File: src/rtl/branch_resolve_unit_pkg.sv
// Shared branch-queue types: ROB sizing and the outstanding-branch entry layout.
package branch_resolve_unit_pkg;

  localparam int unsigned ROB_SIZE = 64;
  localparam int unsigned BRQ_IDXW = $clog2(ROB_SIZE);

  typedef struct packed {
    logic                vld;
    logic [BRQ_IDXW-1:0] indx;
    logic                done;
    logic                bad;
  } brq_entry_t;

  function automatic logic [2:0] popcnt4(input logic [3:0] v);
    return 3'(v[0]) + 3'(v[1]) + 3'(v[2]) + 3'(v[3]);
  endfunction

endpackage

File: src/rtl/branch_resolve_unit_cam.sv
// Parallel ROB-index match over the branch queue; returns the first hit walking from head.
module brq_cam
  import branch_resolve_unit_pkg::*;
#(
  parameter int unsigned DEPTH = 8,
  localparam int unsigned PW   = $clog2(DEPTH)
) (
  input  brq_entry_t [DEPTH-1:0] ents,
  input  logic [PW-1:0]          head,
  input  logic [BRQ_IDXW-1:0]    key,
  output logic                   hit,
  output logic [PW-1:0]          hit_slot
);

  logic [DEPTH-1:0] match;
  logic [PW-1:0]    slot;

  always_comb begin
    for (int unsigned i = 0; i < DEPTH; i++) begin
      match[i] = ents[i].vld && (ents[i].indx == key);
    end
  end

  always_comb begin
    hit      = 1'b0;
    hit_slot = head;
    slot     = head;
    for (int unsigned i = 0; i < DEPTH; i++) begin
      slot = head + PW'(i);
      if (!hit && match[slot]) begin
        hit      = 1'b1;
        hit_slot = slot;
      end
    end
  end

endmodule

File: src/rtl/branch_resolve_unit.sv
// In-order branch queue: allocates at dispatch, marks resolution, retires oldest-first
// as commit or mispredict pulses, and flushes for FLUSH_CYC cycles after a mispredict.
module branch_resolve_unit
  import branch_resolve_unit_pkg::*;
#(
  parameter int unsigned DEPTH     = 8,
  parameter int unsigned IDXW      = BRQ_IDXW,
  parameter int unsigned FLUSH_CYC = 2
) (
  input  logic            clk,
  input  logic            rst_n,
  input  logic [3:0]      brch_vld,
  input  logic [IDXW-1:0] nxt_indx,
  input  logic            res_vld,
  input  logic [IDXW-1:0] res_indx,
  input  logic            res_mispred,
  output logic            full,
  output logic            cmt_brch,
  output logic [IDXW-1:0] cmt_brch_indx,
  output logic            mis_pred,
  output logic [IDXW-1:0] brch_mis_indx,
  output logic            ovf
);

  localparam int unsigned PW = $clog2(DEPTH);
  localparam int unsigned CW = PW + 1;
  localparam int unsigned FW = (FLUSH_CYC > 1) ? $clog2(FLUSH_CYC) : 1;

  typedef enum logic {RUN, FLUSH} state_t;

  state_t                  state;
  logic [FW-1:0]           fcnt;
  brq_entry_t [DEPTH-1:0]  ents, ents_n;
  logic [PW-1:0]           head, tail, head_n, tail_n;
  logic [CW-1:0]           cnt, cnt_n;
  logic [2:0]              n_alloc;
  logic                    hit;
  logic [PW-1:0]           hit_slot;
  brq_entry_t              head_ent;
  logic                    pop_ok, pop_bad, alloc_ok, ovf_set;
  logic [PW-1:0]           slot;
  logic [2:0]              off;

  brq_cam #(.DEPTH(DEPTH)) u_cam (
    .ents     (ents),
    .head     (head),
    .key      (res_indx),
    .hit      (hit),
    .hit_slot (hit_slot)
  );

  assign n_alloc  = popcnt4(brch_vld);
  assign head_ent = ents[head];
  assign pop_ok   = (state == RUN) && head_ent.vld && head_ent.done && !head_ent.bad;
  assign pop_bad  = (state == RUN) && head_ent.vld && head_ent.done && head_ent.bad;
  assign full     = (state == FLUSH) || (cnt > CW'(DEPTH - 4));

  always_comb begin
    ents_n   = ents;
    head_n   = head;
    tail_n   = tail;
    cnt_n    = cnt;
    alloc_ok = 1'b0;
    ovf_set  = 1'b0;
    slot     = tail;
    off      = '0;
    if (state == RUN) begin
      // Only the first match from head counts; a match on an already-done entry is dropped.
      if (res_vld && hit && !ents[hit_slot].done) begin
        ents_n[hit_slot].done = 1'b1;
        ents_n[hit_slot].bad  = res_mispred;
      end
      if (pop_ok) begin
        ents_n[head] = '0;
        head_n       = head + PW'(1);
      end
      if (n_alloc != 3'd0) begin
        if ((32'(cnt) + 32'(n_alloc)) > DEPTH) begin
          ovf_set = !pop_bad;
        end else begin
          alloc_ok = 1'b1;
          for (int unsigned k = 0; k < 4; k++) begin
            if (brch_vld[k]) begin
              slot              = tail + PW'(off);
              ents_n[slot].vld  = 1'b1;
              ents_n[slot].indx = nxt_indx + IDXW'(k);
              ents_n[slot].done = 1'b0;
              ents_n[slot].bad  = 1'b0;
              off               = off + 3'd1;
            end
          end
          tail_n = tail + PW'(n_alloc);
        end
      end
      cnt_n = cnt + (alloc_ok ? CW'(n_alloc) : '0) - CW'(pop_ok);
      if (pop_bad) begin
        ents_n = '0;
        head_n = '0;
        tail_n = '0;
        cnt_n  = '0;
      end
    end
  end

  always_ff @(posedge clk or negedge rst_n) begin
    if (!rst_n) begin
      state         <= RUN;
      fcnt          <= '0;
      ents          <= '0;
      head          <= '0;
      tail          <= '0;
      cnt           <= '0;
      cmt_brch      <= 1'b0;
      cmt_brch_indx <= '0;
      mis_pred      <= 1'b0;
      brch_mis_indx <= '0;
      ovf           <= 1'b0;
    end else begin
      ents     <= ents_n;
      head     <= head_n;
      tail     <= tail_n;
      cnt      <= cnt_n;
      cmt_brch <= pop_ok;
      mis_pred <= pop_bad;
      if (pop_ok)  cmt_brch_indx <= head_ent.indx;
      if (pop_bad) brch_mis_indx <= head_ent.indx;
      if (ovf_set) ovf <= 1'b1;
      case (state)
        RUN: begin
          if (pop_bad) begin
            state <= FLUSH;
            fcnt  <= FW'(FLUSH_CYC - 1);
          end
        end
        FLUSH: begin
          if (fcnt == '0) state <= RUN;
          else            fcnt  <= fcnt - FW'(1);
        end
        default: state <= RUN;
      endcase
    end
  end

endmodule

File: config.mk
export PLATFORM = sky130hd
export DESIGN_NAME = branch_resolve_unit
export DESIGN_NICKNAME = d
export VERILOG_FILES = /design/src/rtl/branch_resolve_unit_pkg.sv /design/src/rtl/branch_resolve_unit_cam.sv /design/src/rtl/branch_resolve_unit.sv
export SDC_FILE = /design/constraint.sdc
export NUM_CORES = 1
export LEC_CHECK = 0
export ABC_AREA = 1
export CORE_MARGIN = 3
export CORE_UTILIZATION = 42
export DETAILED_ROUTE_END_ITERATION = 10
export GPL_TIMING_DRIVEN = 0
export SETUP_SLACK_MARGIN = 0.2
export SLEW_MARGIN = 20
export SYNTH_ARGS = -nofsm -noshare
export SYNTH_HDL_FRONTEND = slang
export SYNTH_SLANG_ARGS = --single-unit
File: constraint.sdc
create_clock -name clk -period 4.1 [get_ports clk]
set_input_delay 0.615 -clock clk [delete_from_list [all_inputs] [get_ports clk]]
set_output_delay 0.615 -clock clk [all_outputs]
set_load 0.01 [all_outputs]
Word level (Yosys, flattened, before mapping). Cells that the tools add are included.

Reductions and logical operators: 43. Magnitude comparators: 21. Bitwise gates (word level): 3. Mux-type cells: 142. Equality and inequality tests: 10. Add/subtract/negate cells: 23.

Operators by type and width (number): $mux W72 (20); $bwmux W72 (18); $demux W9 S3 (19); $and A72 B72 Y72 (1); $mux W3 (24); $not A72 Y72 (1); $bmux W9 S3 (2); $mux W9 (6); $lt A3 B4 Y1 const B (13); $eq A6 B6 Y1 (8); $mux W1 (32); $mux W8 (4); $logic_and A1 B1 Y1 (27); $bmux W1 S3 (8); $ge A3 B1 Y1 const B (6); $add A3 B3 Y3 (4); $add A3 B3 Y3 const B (4); $add A6 B2 Y6 const B (2); $mux W2 (6); $logic_not A1 Y1 (10); $add A3 B1 Y3 const B (3); $add A3 B2 Y3 const B (2); $add A6 B1 Y6 const B (1); $add A4 B3 Y5 (1); other kinds (17) (20).

Word-level logic and storage cells: 284. Flip-flop bits (word level): 99. Bits of input ports: 20. Output and inout port bits: 16.

Longest topological paths before layout.
Word-level depth: 69. Mapped depth: 31. Depth with buffers taken out: 30.

Modules after synthesis. Synthesis repeated with hierarchy kept, for this count alone.

Cells, all modules: 1999. Area, all modules: 11309.6 sq um.

Modules (own cells, without submodules): branch_resolve_unit (cells each 1609, times used 1, sequential area each 2477.4 sq um, area each 9521.6 sq um); brq_cam (cells each 390, times used 1, sequential area each 0.0 sq um, area each 1788.0 sq um).

Least setup slack after synthesis. No wires, ideal clock.

Path type: input to register. Start: input brch_vld[0]. End: register cnt[2]. Required time: 3967 ps. Library setup time: 133 ps. Path slack: -546 ps. Path buffers: 2. Cell stages on the path: 18. Arrival: 4514 ps. Cells stage by stage: fa_1 > ha_1 > ha_1 > fa_1 > xor2_1 > o31ai_1 > nand2_1 > nor2_1 > clkbuf_1 > clkbuf_1 > nand2_1 > ha_1 > inv_1 > ha_1 > inv_1 > fa_1 > xor2_1 > o22ai_1.

Word-level cells in the longest chain between the ends: 12. Elaborated cells on any way between the ends: 13. Classes of those cells: add/sub: 6; order compare: 1; mux: 5; reduce/logical: 1.

RTL lines: start: declaration (RTL line branch_resolve_unit.sv:12) `input logic [3:0] brch_vld,`; $add A1 B1 Y2 * (RTL line branch_resolve_unit_pkg.sv:15) `return 3'(v[0]) + 3'(v[1]) + 3'(v[2]) + 3'(v[3]);`; $add A2 B1 Y3 * (RTL line branch_resolve_unit_pkg.sv:15); $add A3 B1 Y3 * (RTL line branch_resolve_unit_pkg.sv:15); $add A4 B3 Y5 (RTL line branch_resolve_unit.sv:78) `if ((32'(cnt) + 32'(n_alloc)) > DEPTH) begin`; $gt A5 B4 Y1 (RTL line branch_resolve_unit.sv:78); $mux W1 (RTL line branch_resolve_unit.sv:78); $mux W1 (RTL line branch_resolve_unit.sv:77) `if (n_alloc != 3'd0) begin`; $mux W1 (RTL line branch_resolve_unit.sv:67) `if (state == RUN) begin`; $mux W3 * (RTL line branch_resolve_unit.sv:95) `cnt_n = cnt + (alloc_ok ? CW'(n_alloc) : '0) - CW'(pop_ok);`; $add A4 B3 Y4 * (RTL line branch_resolve_unit.sv:95); $sub A4 B1 Y4 * (RTL line branch_resolve_unit.sv:95); $mux W4 * (RTL line branch_resolve_unit.sv:96) `if (pop_bad) begin`; end signal: assignment (RTL line branch_resolve_unit.sv:122) `cnt <= cnt_n;`; end: declaration (RTL line branch_resolve_unit.sv:35) `logic [CW-1:0] cnt, cnt_n;`.

Mark *: on every way between the ends. The rest lies on a longest branch, timed or not. The select of a mux whose other input is x is not followed. A chain may end at the register's enable or synchronous reset.

Worst setup path after layout.
Start: register head[1]. End: register, netlist name ents[54].

Word-level cells in the longest chain between the ends: 66. Elaborated cells on any way between the ends: 115. Classes of those cells: add/sub: 7; order compare: 4; mux: 78; bitwise: 2; reduce/logical: 24.

RTL lines: start: declaration (RTL line branch_resolve_unit.sv:34) `logic [PW-1:0] head, tail, head_n, tail_n;`; start signal: assignment (RTL line branch_resolve_unit.sv:120) `head <= head_n;`; branches (longest 65 deep; another with $add A3 B1 Y3); $mux W72 * (RTL line branch_resolve_unit.sv:96).

Mark *: on every way between the ends. The select of a mux whose other input is x is not followed.

==> out/qor.yml <==
status: "finished, final reports clean"
clockPowerShare: 0.073
worst_pin_slew_ns: 1.18
synth.cell_area_um2: 10000
finClkSkew_ns: 0.0181
drc_errors: 0
min_period_ns: 3.82
clk_latency_ns: 0.37
num_antenna_cells: 0
slowest_stage: "dfrtp_1"
path_class: "reg -> reg"
powerDensity_nw_per_um2: 1060
syn_avg_cell_area_um2: 6.21
p_int_uw: 5220
antenna_found_initial: 0
drv_cap: 0
tns_ns: 0
firstDrtPassIters: 6
syn_nets: 1673
first_iter_violations: 1372
grt_pass1_wl_um: 63100
wirelength_um: 40600
post-route-period-util: 0.932
maxSlewViolCount: 0
endpoint: "ents[54]$_DFFE_PN0N_"
dieArea_um2: 25800
drive_above_1_share: 0.0977
hpwl_um: 31900
num_io_pins: 36
cts_root_buf: "clkbuf_16"
clockBufferDepth: 2
rsz0062_at_grt: "yes"
coreArea_um2: 23100
combPwrFrac: 0.770
yosysSeqAreaShare: 0.247
wl_per_cell_um: 20.3
critPathRequiredTime_ns: 4.36
die_width_um: 161
clkSinkCount: 99
vias: 11700
avgViaCountPerCell: 5.87
yosys_warnings: 0
cpMostUsedCell: "nand2_1"
r2r_end: "ents[54]$_DFFE_PN0N_"
r2r_setup_slack_ns: 0.28
final_cell_mix: "411 x nand2_1, 190 x inv_1, 181 x o21ai_0"
grt_pass1_vias: 11300
cts_tree: "built"
netSwitchingFraction: 0.575
setup_viol: 0
hold_buffers: 0
min_path_type: "in -> async"
slowest_delay_ns: 0.39
areaGrowthSynthToFinish_pct: 15.6
seq_power_share: 0.156
synth_cell_types: 51
p_sw_uw: 7070
num_rows: 55
grt_max_degree: 62
initial_core_util: 0.436
fillerInstances: 2406
final-hold-violation-count: 0
fmax_mhz: 262
synth_cells: 1619
power_uw: 12300
synth-seq-cells: 99
final_common_cell: "nand2_1"
gp_congestion: 1.03
clkSlewWorstSetupHoldPaths_ns: 0.08
irDropWorstVdd_mv: 0.738
grt_overflow_total: 0
path_max_fanout: 12
p_leak_uw: 0.00546
track_usage: 0.313
arrival_ns: 4.08
ant_nets: 0
slew_headroom: 0.210
reg2regPathDepth: 27
startpoint_type: "flop"
crit_start: "head[1]$_DFFE_PN0P_"
die_y_um: 161
portBuffers: 29
htreeDepth: 3
cts_buffers: 9
crit_path_end_kind: "flop"
finalNetCount: 1737
r2r-start: "head[1]$_DFFE_PN0P_"
worst min path at each step:
stage                    startpoint  slack (ns)                      endpoint  depth (start not counted)
global placement    ovf$_DFFE_PN0P_        0.46               ovf$_DFFE_PN0P_                          1
detailed placement  ovf$_DFFE_PN0P_        0.46               ovf$_DFFE_PN0P_                          1
CTS                           rst_n        0.26          ents[42]$_DFFE_PN0N_                          1
global route                  rst_n        0.28          ents[65]$_DFFE_PN0N_                          1
finish                        rst_n        0.23          ents[41]$_DFFE_PN0N_                          1
floorplan                     rst_n        0.32  brch_mis_indx[0]$_DFFE_PN0P_                          0
power groups by stage:
stage	Clock, µW	Sequential [µW]	Combinational, µW
after global routing	940	1970	10500
final	899	1920	9470
after detailed placement	0	1910	8700
after floorplan	0	1800	6280
after CTS	907	1910	9040
after global placement	0	1920	8560
per-stage QoR:
step	instance area [µm²]	hold slack [ns]	std cells	worst slack [ns]	utilization
after floorplan	10200	0.319	1619	0.0672	-
final	11600	0.230	2001	0.278	0.504
after global placement	10900	0.460	1961	-1.60	0.472
after CTS	11400	0.259	1990	0.203	0.495
after detailed placement	10900	0.460	1962	-1.11	0.473
after global routing	11600	0.277	2001	0.0221	0.504
critical path, delay by kind of cell (launching register included):
family | cells | cell delay (ns)
buffers and inverters | 7 | 0.92
adder cells (fa/ha/maj) | 1 | 0.29
flip-flops | 1 | 0.39
AND/OR/NAND/NOR | 19 | 2.12
per-layer routing:
metal | GRT usage | up-vias | wire (µm)
met4 | 0.116 | 0 | 1470
met3 | 0.0593 | 81 | 3760
met5 | 0 | - | 0
li1 | - | 5529 | -
met1 | 0.438 | 5585 | 18000
met2 | 0.479 | 553 | 17400
what timing repair did:
| action | in CTS | in global routing |
|---|---|---|
| resized for setup | 44 | 45 |
| pin swaps | 14 | 6 |
| buffers inserted | 12 | 11 |
| cloned | 0 | 0 |
| setup endpoints to repair | 72 | 64 |
cells in the mapped netlist (all sizes together):
| cell | instances | area (µm²) |
|---|---|---|
| a21oi | 115 | 587 |
| a221oi | 7 | 61.3 |
| a22o | 4 | 35.0 |
| a22oi | 1 | 7.51 |
| a31o | 1 | 8.76 |
| a31oi | 11 | 68.8 |
| a32o | 2 | 20.0 |
| buf | 18 | 103 |
| clkbuf | 64 | 241 |
| clkinv | 10 | 37.5 |
| dfrtp | 99 | 2480 |
| fa | 6 | 120 |
| ha | 28 | 350 |
| inv | 204 | 768 |
| nand2 | 431 | 1690 |
| nand3 | 104 | 566 |
| nand3b | 1 | 7.51 |
| nand4 | 15 | 100 |
| nor2 | 149 | 613 |
| nor3 | 11 | 55.1 |
| o211ai | 66 | 495 |
| o21a | 2 | 15.0 |
| o21ai | 187 | 951 |
| o21bai | 1 | 7.51 |
| o221ai | 24 | 210 |
| o22ai | 25 | 181 |
| o31ai | 2 | 15.0 |
| o41ai | 4 | 35.0 |
| or2 | 4 | 25.0 |
| xnor2 | 8 | 70.1 |
| xor2 | 15 | 131 |
flip-flops by register name, summed over array words and instances, names as in the netlist:
register / flops
head: 3
ovf: 1
ents: 72
cmt_brch_indx: 6
cmt_brch: 1
fcnt: 1
mis_pred: 1
brch_mis_indx: 6
tail: 3
state: 1
cnt: 4
cell families after synthesis:
logic type / after synthesis / synth area share
flops: 99 / 0.247
fa+ha+maj: 34 / 0.0468
compound gates: 452 / 0.269
xor+xnor: 23 / 0.0200
buf+inv: 296 / 0.114
simple gates: 715 / 0.304
area by class of cell:
class | count | area [µm²] | area share
Timing Repair Buffer | 53 | 497 | 0.0428
Clock buffer | 9 | 225 | 0.0194
Inverter | 214 | 812 | 0.0699
Buffer | 82 | 465 | 0.0401
Sequential cell | 99 | 2480 | 0.213
Multi-Input combinational cell | 1224 | 6660 | 0.574
Tap cell | 313 | 392 | 0.0337
Clock inverter | 7 | 83.8 | 0.00722
Note: power is estimated with default switching activity, not from simulation.
